$ cat src/rtl/pipe_hazard_ctrl_pkg.sv
// riscv_ctrl_pkg: opcodes, bubble instruction, mux encodings, decode record and controller states
package riscv_ctrl_pkg;
   localparam logic [6:0] OP_LOAD   = 7'b0000011;
   localparam logic [6:0] OP_STORE  = 7'b0100011;
   localparam logic [6:0] OP_BRANCH = 7'b1100011;
   localparam logic [6:0] OP_JAL    = 7'b1101111;
   localparam logic [6:0] OP_JALR   = 7'b1100111;
   localparam logic [6:0] OP_IMM    = 7'b0010011;
   localparam logic [6:0] OP_REG    = 7'b0110011;
   localparam logic [6:0] OP_LUI    = 7'b0110111;
   localparam logic [6:0] OP_AUIPC  = 7'b0010111;
   localparam logic [31:0] NOP = 32'h0000_0013;
   localparam logic [1:0] PC_JUMP = 2'd0, PC_ALU = 2'd1, PC_PLUS4 = 2'd2;
   localparam logic [1:0] FWD_RF = 2'd0, FWD_WB = 2'd1, FWD_MEM = 2'd2;
   typedef enum logic [1:0] {RUN, LU_STALL, FLUSH, MEM_WAIT} state_t;
   typedef struct packed {
      logic [4:0] rs1;
      logic [4:0] rs2;
      logic [4:0] rd;
      logic       rs1_used;
      logic       rs2_used;
      logic       rd_wr;
      logic       load;
      logic       store;
      logic       branch;
      logic       jal;
      logic       jalr;
      logic       brun;
   } dec_t;
endpackage

$ cat src/rtl/pipe_hazard_ctrl_decode.sv
// rv_inst_decode: register-use and instruction-class decode of one RV32I instruction
module rv_inst_decode
   import riscv_ctrl_pkg::*;
(
   input  logic [31:0] i_inst,
   output dec_t        o_dec
);
   logic [6:0] w_op;
   logic       w_load, w_store, w_branch, w_jal, w_jalr, w_alu, w_rs1_used, w_rd_wr;
   assign w_op       = i_inst[6:0];
   assign w_load     = w_op == OP_LOAD;
   assign w_store    = w_op == OP_STORE;
   assign w_branch   = w_op == OP_BRANCH;
   assign w_jal      = w_op == OP_JAL;
   assign w_jalr     = w_op == OP_JALR;
   assign w_alu      = w_op == OP_IMM || w_op == OP_REG;
   assign w_rs1_used = w_load || w_store || w_branch || w_jalr || w_alu;
   // x0 is never a real destination, so it is folded out here once for every consumer
   assign w_rd_wr    = (w_load || w_jal || w_jalr || w_alu || w_op == OP_LUI || w_op == OP_AUIPC)
                       && i_inst[11:7] != 5'd0;
   assign o_dec = '{rs1: i_inst[19:15], rs2: i_inst[24:20], rd: i_inst[11:7],
                    rs1_used: w_rs1_used, rs2_used: w_store || w_branch || w_op == OP_REG,
                    rd_wr: w_rd_wr, load: w_load, store: w_store, branch: w_branch,
                    jal: w_jal, jalr: w_jalr, brun: w_branch && i_inst[13]};
endmodule

$ cat src/rtl/pipe_hazard_ctrl.sv
// pipe_hazard_ctrl: FD/X/MW pipeline controller with stall, flush, memory-wait sequencing and perf counters
module pipe_hazard_ctrl
   import riscv_ctrl_pkg::*;
#(
   parameter int          BRANCH_PENALTY = 1,
   parameter bit          LOAD_USE_STALL = 1'b1,
   parameter int          CNT_W          = 16,
   parameter logic [31:0] NOP_INST       = NOP
)(
   input  logic             i_clk,
   input  logic             i_rst_n,
   input  logic [31:0]      i_inst_fd,
   input  logic             i_br_taken,
   input  logic             i_mem_busy,
   output logic [31:0]      o_inst_x,
   output logic [31:0]      o_inst_mw,
   output logic             o_pc_hold,
   output logic [1:0]       o_pc_sel,
   output logic [1:0]       o_fwd_a,
   output logic [1:0]       o_fwd_b,
   output logic             o_wb2d_a,
   output logic             o_wb2d_b,
   output logic             o_reg_wen,
   output logic             o_brun,
   output logic [CNT_W-1:0] o_stall_cnt,
   output logic [CNT_W-1:0] o_flush_cnt,
   output logic [CNT_W-1:0] o_memwait_cnt
);
   localparam int FD = 0, X = 1, MW = 2;
   state_t           r_state, w_state_nxt, w_cur;
   logic [1:0]       r_fcnt, w_fcnt_nxt;
   logic [31:0]      r_x, r_mw;
   logic [CNT_W-1:0] r_stall_cnt, r_flush_cnt, r_memwait_cnt;
   logic [2:0][31:0] w_inst;
   dec_t             w_dec [3];
   logic             w_wait, w_redirect, w_lu;

   function automatic logic [1:0] fwd_src(input logic used, input logic [4:0] rs, input dec_t p);
      return (p.rd_wr && used && rs == p.rd) ? ((!LOAD_USE_STALL && p.load) ? FWD_MEM : FWD_WB) : FWD_RF;
   endfunction

   function automatic logic [CNT_W-1:0] sat_inc(input logic [CNT_W-1:0] c, input logic en);
      return c + CNT_W'(en && c != '1);
   endfunction

   assign w_inst = {r_mw, r_x, i_inst_fd};
   for (genvar g = 0; g < 3; g++) begin : g_dec
      rv_inst_decode u_dec (.i_inst(w_inst[g]), .o_dec(w_dec[g]));
   end

   // w_cur is the state this cycle acts in; r_state only remembers pending flush bubbles across waits
   always_comb begin
      w_wait      = i_mem_busy && (w_dec[MW].load || w_dec[MW].store);
      w_redirect  = w_dec[X].jal || w_dec[X].jalr || (w_dec[X].branch && i_br_taken);
      w_lu        = LOAD_USE_STALL && w_dec[X].load && w_dec[X].rd_wr
                    && ((w_dec[FD].rs1_used && w_dec[FD].rs1 == w_dec[X].rd)
                    ||  (w_dec[FD].rs2_used && w_dec[FD].rs2 == w_dec[X].rd));
      w_cur       = w_wait ? MEM_WAIT : (w_redirect || r_state == FLUSH) ? FLUSH : w_lu ? LU_STALL : RUN;
      w_fcnt_nxt  = w_wait ? r_fcnt : w_redirect ? 2'(BRANCH_PENALTY - 1)
                  : (r_fcnt != 2'd0) ? r_fcnt - 2'd1 : 2'd0;
      w_state_nxt = w_wait ? r_state : (w_fcnt_nxt != 2'd0) ? FLUSH : RUN;
   end

   always_ff @(posedge i_clk) begin
      if (!i_rst_n) begin
         r_state       <= RUN;
         r_fcnt        <= 2'd0;
         r_x           <= NOP_INST;
         r_mw          <= NOP_INST;
         r_stall_cnt   <= '0;
         r_flush_cnt   <= '0;
         r_memwait_cnt <= '0;
      end else begin
         r_state       <= w_state_nxt;
         r_fcnt        <= w_fcnt_nxt;
         if (w_cur != MEM_WAIT) begin
            r_mw <= r_x;
            r_x  <= (w_cur == RUN) ? i_inst_fd : NOP_INST;
         end
         r_stall_cnt   <= sat_inc(r_stall_cnt, w_cur == LU_STALL);
         r_flush_cnt   <= sat_inc(r_flush_cnt, w_cur == FLUSH);
         r_memwait_cnt <= sat_inc(r_memwait_cnt, w_cur == MEM_WAIT);
      end
   end

   assign o_inst_x      = r_x;
   assign o_inst_mw     = r_mw;
   assign o_pc_hold     = w_cur == MEM_WAIT || w_cur == LU_STALL;
   assign o_pc_sel      = w_dec[X].jal ? PC_JUMP : w_redirect ? PC_ALU : PC_PLUS4;
   assign o_fwd_a       = fwd_src(w_dec[X].rs1_used, w_dec[X].rs1, w_dec[MW]);
   assign o_fwd_b       = fwd_src(w_dec[X].rs2_used, w_dec[X].rs2, w_dec[MW]);
   assign o_wb2d_a      = w_dec[MW].rd_wr && w_dec[FD].rs1_used && w_dec[FD].rs1 == w_dec[MW].rd;
   assign o_wb2d_b      = w_dec[MW].rd_wr && w_dec[FD].rs2_used && w_dec[FD].rs2 == w_dec[MW].rd;
   assign o_reg_wen     = w_dec[MW].rd_wr && !w_wait;
   assign o_brun        = w_dec[X].brun;
   assign o_stall_cnt   = r_stall_cnt;
   assign o_flush_cnt   = r_flush_cnt;
   assign o_memwait_cnt = r_memwait_cnt;
endmodule

$ cat config.mk
export PLATFORM = sky130hd
export DESIGN_NAME = pipe_hazard_ctrl
export DESIGN_NICKNAME = d
export VERILOG_FILES = /design/src/rtl/pipe_hazard_ctrl_pkg.sv /design/src/rtl/pipe_hazard_ctrl_decode.sv /design/src/rtl/pipe_hazard_ctrl.sv
export SDC_FILE = /design/constraint.sdc
export NUM_CORES = 1
export LEC_CHECK = 0
export CELL_PAD_IN_SITES_DETAIL_PLACEMENT = 1
export CELL_PAD_IN_SITES_GLOBAL_PLACEMENT = 1
export CORE_ASPECT_RATIO = 0.6
export CORE_MARGIN = 3
export CORE_UTILIZATION = 34
export DETAILED_ROUTE_END_ITERATION = 7
export HOLD_SLACK_MARGIN = 0.08
export PLACE_DENSITY = 0.86
export SYNTH_ARGS = -nofsm -noshare
export SYNTH_HDL_FRONTEND = slang
export SYNTH_SLANG_ARGS = --single-unit
$ cat constraint.sdc
create_clock -name i_clk -period 3.8 [get_ports i_clk]
set_input_delay 0.57 -clock i_clk [delete_from_list [all_inputs] [get_ports i_clk]]
set_output_delay 0.57 -clock i_clk [all_outputs]
set_load 0.02 [all_outputs]
==> results_dict.tcl, run 1 <==
set metrics [dict create \
    pin_count 159 \
    crit_type "in2out" \
    start_util 0.3568 \
    worst_pin_slew_ns 0.6408 \
    antenna_found_initial 0 \
    cp_slowest_cell "clkdlybuf4s50_1" \
    drtAntennaViolNets 0 \
    firstDrtPassIters 5 \
    cp_slowest_stage_delay_ns 0.66 \
    p_leak_nw 2.736 \
    status "finished clean" \
    syn_inst 532 \
    grt_first_pass_wirelength_um 27520 \
    yosysUniqueCellTypes 40 \
    finalHoldViolCount 0 \
    r2r_start "o_inst_x[7]" \
    final_cells 888 \
    cts_tree "yes" \
    drt-initial-drc-count 265 \
    start_kind "input pin" \
    min_path_type "reg2reg" \
    slew_viol_final 0 \
    synth_top_flop_cell "dfxtp_1" \
    max_slew_margin 0.5709 \
    synthArstFlopShare 0 \
    yosys.area.top_type "dfxtp_1" \
    cts_root_buf "clkbuf_16" \
    r2r_cells 12 \
    port_buffers 156 \
    drt-total-wl_um 17440 \
    path_depth 8 \
    cp.buffers_inverters 3 \
    crit_required_ns 3.23 \
    critPathArrivalTime_ns 3.01 \
    numCtsBuffers 17 \
    clock-sinks 115 \
    crit_top_cell "clkdlybuf4s50_1" \
    skew_ns 0.01159 \
    fillers 1544 \
    syn2layout_area_growth_pct 45.85 \
    avgSynthCellArea_um2 9.386 \
    ctsHtreeMaxLevel 4 \
    grt_max_degree 49 \
    nNetsFinal 725 \
    cts_buffer_depth 2 \
    fp.dieH_um 99.87 \
    seq_area_frac_synth 0.4610 \
    synth_edf_count 0 \
    final_common_cell "clkdlybuf4s50_1" \
    rows 33 \
    final_util 0.5203 \
    period_needed_ns 3.584 \
    setup_viol 0 \
    vdd_drop_max_uv 243.9 \
    final.setup.tns_ns 0 \
    crit_path_max_fanout 8 \
    place_inst 856 \
    clkSlewWorstSetupHoldPaths_ns 0.06 \
    n_antenna_cell 0 \
    ys_warn_count 0 \
    power_density_nw_per_um2 436.6 \
    worstSetupEndpoint "o_pc_hold" \
    post_cts_buffers 0 \
    fin_total_pwr_mw 3.180 \
    vias 4623 \
    gp_congestion 0.8952 \
    die_w_um 162.5 \
    worstSkewPairLatency_ns 0.40 \
    r2r_slack_ns 0.77 \
    path_cells "clkdlybuf4s50_1 > and3b_1 > nand4b_1 > nor4_2 > o2111ai_2 > buf_4 > o21ai_1 > clkdlybuf4s50_1" \
    vias_per_cell 5.206 \
    synthesis.area_um2 4994 \
    crit_family "buffers and inverters" \
    drc_errors 0 \
    drv_cap 0 \
    synth-seq-cells 115 \
    hpwl_um 12640 \
    fmax_mhz 279.0 \
    layout-drive-gt1-share 0.07328 \
    overflow 0 \
    synthTopCellsByArea "dfxtp_1 (46%), xnor2_1 (7.0%), and2_1 (5.9%)" \
    grt_usage 0.2161 \
    post_drt_wl_per_cell_um 19.64 \
    fin_crit_sh 0.9431 \
    cts_hold_buf 0 \
    critPathCaptureType "output port" \
    grt_pass1_vias 5020 \
    rsz0062_at_grt "false" \
    crit_start "i_inst_fd[1]" \
    holdWs_ns 0.4672 \
    dieArea_um2 16220 \
    synth_top_cell_area_share 0.4610 \
    final_cell_mix "clkdlybuf4s50_1 (155), dfxtp_1 (115), nand2_1 (76)" \
    core_um2 14000 \
    r2r-end "o_stall_cnt[14]" \
]
[what timing repair did]
action | CTS | global route
endpoints found under the hold margin | 0 | 0
endpoints found under the setup margin | 0 | 1
resized for setup | 0 | 1
[logic make-up (layout without fill, tap and decap cells)]
group	count (synthesis)	count (layout)	synth area share
simple gates	226	226	0.2378
flops	115	115	0.4610
other cells	1	2	0.0007510
compound gates	79	79	0.1298
fa+ha+maj	6	6	0.01503
buf+inv	36	199	0.03458
xor+xnor	69	69	0.1210
[how the worst min path moves through the flow]
| stage | endpoint | slack (ns) | from | cells after the start |
|---|---|---|---|---|
| global route | o_inst_mw[20] | 0.49 | o_inst_mw[20] | 2 |
| floorplan | r_fcnt[1] | 0.42 | r_fcnt[1] | 2 |
| CTS | o_inst_mw[17] | 0.47 | o_inst_mw[17] | 2 |
| detailed placement | o_inst_mw[17] | 0.46 | o_inst_mw[17] | 2 |
| finish | o_inst_mw[17] | 0.47 | o_inst_mw[17] | 2 |
| global placement | r_fcnt[1] | 0.42 | r_fcnt[1] | 2 |
[report_power, final]
| group | switching (mW) | internal [mW] |
|---|---|---|
| registers | 0.0520 | 1.24 |
| clock network | 0.603 | 0.971 |
| logic | 0.157 | 0.153 |
[stage by stage]
stage	instance area, um2	worst slack, ns
after floorplan	4997	0.7547
after global placement	6695	0.1580
after detailed placement	6695	-0.01901
after CTS	7277	0.1061
after global routing	7283	0.04830
final	7283	0.2161
[cell type report]
| class | instances | area (um2) | area share |
|---|---|---|---|
| Multi-Input combinational cell | 382 | 2531 | 0.3475 |
| Sequential cell | 115 | 2302 | 0.3161 |
| Timing Repair Buffer | 164 | 1617 | 0.2220 |
| Clock buffer | 17 | 425.4 | 0.05841 |
| Tap cell | 192 | 240.2 | 0.03298 |
| Clock inverter | 15 | 156.4 | 0.02147 |
| Inverter | 3 | 11.26 | 0.001546 |
[synth_stat cells, types with 2 or more instances]
library cell	number
inv_1	3
buf_2	6
o2111ai_2	2
xnor2_1	40
o21ai_0	9
nor2b_1	3
nor4_1	4
buf_4	2
and2_1	47
and4_1	7
nor3_1	10
or2_2	2
dfxtp_1	115
or3_1	3
nand4_1	11
o21ai_1	2
or4_1	2
a21oi_1	2
a31oi_1	2
a32o_1	29
buf_6	3
ha_1	6
nor2_1	18
nor4_2	2
clkbuf_1	21
nand2_1	76
and3_1	9
a21boi_0	30
and3b_1	3
xor2_1	29
nand4b_1	2
nand3_1	24
[layer usage]
metal	share of wire	routed length [um]	vias to the layer above	GRT usage
met1	0.45	7836	2288	0.2803
li1	-	-	2149	-
met4	0.018	319	0	0.07339
met5	0	0	-	0
met2	0.45	7918	166	0.3401
met3	0.078	1362	20	0.07216
[flip-flops by register name, indices dropped and copies added, names as in the netlist]
name	count
o_stall_cnt	16
r_fcnt	2
r_state	1
o_inst_mw	32
o_memwait_cnt	16
o_flush_cnt	16
o_inst_x	32
[tightest hold or removal path, cell delays in order (launching register included)]
cell and delay (ns):
dfxtp_1 0.31, nand2_1 0.05, a21boi_0 0.06
Note: power is estimated with default switching activity, not from simulation.
==> run 2: changes to the inputs <==
--- a/config.mk
+++ b/config.mk
@@ -11,6 +11,7 @@
 export CORE_MARGIN = 3
 export CORE_UTILIZATION = 34
 export DETAILED_ROUTE_END_ITERATION = 7
+export GPL_ROUTABILITY_DRIVEN = 0
 export HOLD_SLACK_MARGIN = 0.08
 export PLACE_DENSITY = 0.86
 export SYNTH_ARGS = -nofsm -noshare
==> results_dict.tcl, run 2 (same netlist as run 1, synthesis figures left out) <==
set metrics [dict create \
    start_util 0.3568 \
    vias_per_cell 5.243 \
    crit_family "buffers and inverters" \
    crit_type "in2out" \
    grt_usage 0.2174 \
    post_drt_wl_per_cell_um 19.57 \
    vdd_drop_max_uv 223.9 \
    grt_max_degree 49 \
    post_cts_buffers 0 \
    ctsHtreeMaxLevel 4 \
    slew_viol_final 0 \
    cts_tree "yes" \
    clkSlewWorstSetupHoldPaths_ns 0.05 \
    power_density_nw_per_um2 439.7 \
    cp_slowest_stage_delay_ns 0.66 \
    skew_ns 0.009245 \
    vias 4661 \
    place_area_um2 6703 \
    drt-initial-drc-count 241 \
    clock-sinks 115 \
    fillers 1576 \
    period_needed_ns 3.657 \
    cts_buffer_depth 2 \
    fp.dieH_um 99.87 \
    cts_hold_buf 0 \
    layout-drive-gt1-share 0.07317 \
    drtAntennaViolNets 0 \
    syn2layout_area_growth_pct 46.13 \
    p_leak_nw 2.732 \
    max_slew_margin 0.5985 \
    crit_path_max_fanout 8 \
    worstSetupEndpoint "o_pc_hold" \
    cp.buffers_inverters 3 \
    r2r_slack_ns 0.62 \
    finalInstanceArea_um2 7297 \
    final_common_cell "clkdlybuf4s50_1" \
    firstDrtPassIters 4 \
    finalHoldViolCount 0 \
    start_kind "input pin" \
    path_depth 8 \
    numCtsBuffers 17 \
    fin_crit_sh 0.9624 \
    cts_resized 0 \
    critPathArrivalTime_ns 3.09 \
    crit_top_cell "clkdlybuf4s50_1" \
    worstSkewPairLatency_ns 0.41 \
    grt_pass1_vias 4928 \
    dieArea_um2 16220 \
    fmax_mhz 273.4 \
    grt_first_pass_wirelength_um 27680 \
    setup_viol 0 \
    rsz0062_at_grt "false" \
    r2r_start "o_inst_x[9]" \
    path_cells "clkdlybuf4s50_1 > and3b_1 > nand4b_1 > nor4_1 > o2111ai_2 > buf_4 > o21ai_1 > clkdlybuf4s50_1" \
    final_cell_mix "clkdlybuf4s50_1 (155), dfxtp_1 (115), nand2_1 (76)" \
    port_buffers 156 \
    crit_start "i_inst_fd[0]" \
    cp_slowest_cell "clkdlybuf4s50_1" \
    rows 33 \
    fin_total_pwr_mw 3.209 \
    pin_count 159 \
    overflow 0 \
    pre_cts_slack_ns 0.006872 \
    core_um2 14000 \
    crit_required_ns 3.23 \
    status "finished clean" \
    antenna_found_initial 0 \
    drt-total-wl_um 17400 \
    drv_cap 0 \
    r2r-end "o_stall_cnt[14]" \
    worst_pin_slew_ns 0.6023 \
    final.setup.tns_ns 0 \
    drc_errors 0 \
    r2r_cells 12 \
    n_antenna_cell 0 \
    nNetsFinal 726 \
    min_path_type "reg2reg" \
    critPathCaptureType "output port" \
    cts_root_buf "clkbuf_16" \
    setup_slack_ns 0.1430 \
    hpwl_um 12640 \
    die_w_um 162.5 \
]
==> run 2: changes by cell type in the layout (fill, tap and decap cells not counted), sizes merged <==
cell,delta
clkinv,-3
clkinvlp,+3
inv,-1
clkbuf,+1
buf,+1
==> run 2: worst min-delay path: cells and delay by family (launching register included) <==
kind	cells	cell delay, ns
flip-flops	1	0.31
AND/OR/NAND/NOR	2	0.10
==> run 2: worst min path at each step <==
stage              start        end  slack [ns]  cells after the start
6_report       r_fcnt[1]  r_fcnt[1]        0.45                      2
5_1_grt        r_fcnt[1]  r_fcnt[1]        0.49                      2
4_1_cts        r_fcnt[1]  r_fcnt[1]        0.45                      2
3_5_place_dp   r_fcnt[1]  r_fcnt[1]        0.45                      2
3_3_place_gp   r_fcnt[1]  r_fcnt[1]        0.42                      2
2_1_floorplan  r_fcnt[1]  r_fcnt[1]        0.42                      2
==> run 2: routing by layer <==
metal	wire [um]	global-route usage	vias up
met4	289	0.06488	0
li1	-	-	2159
met2	7850	0.3433	153
met1	7837	0.2827	2329
met3	1422	0.07546	20
met5	0	0	-
==> run 2: where the power goes <==
group	total (mW)	internal (mW)	switching (mW)	leakage [nW]
Combinational	0.310	0.153	0.157	1.52
Clock	1.60	0.989	0.612	0.276
Sequential	1.30	1.24	0.0522	0.940
Total	3.21	2.39	0.822	2.73
==> run 2: area by class of cell <==
type                       instances  area (um2)  area share
inverter                           3       11.26    0.001543
tap                              192       240.2     0.03292
timing repair buffer             165        1624      0.2226
clock inverter                    14       155.1     0.02126
clock buffer                      18       439.2     0.06019
sequential                       115        2302      0.3155
multi-input combinational        382        2525      0.3460
==> run 2: per-stage QoR <==
| stage | hold WS [ns] | util | instances |
|---|---|---|---|
| 2_1_floorplan | 0.4153 | - | 533 |
| 3_3_place_gp | 0.4212 | 0.4789 | 857 |
| 3_5_place_dp | 0.4481 | 0.4789 | 857 |
| 4_1_cts | 0.4544 | 0.5213 | 889 |
| 5_1_grt | 0.4944 | 0.5213 | 889 |
| 6_report | 0.4519 | 0.5213 | 889 |
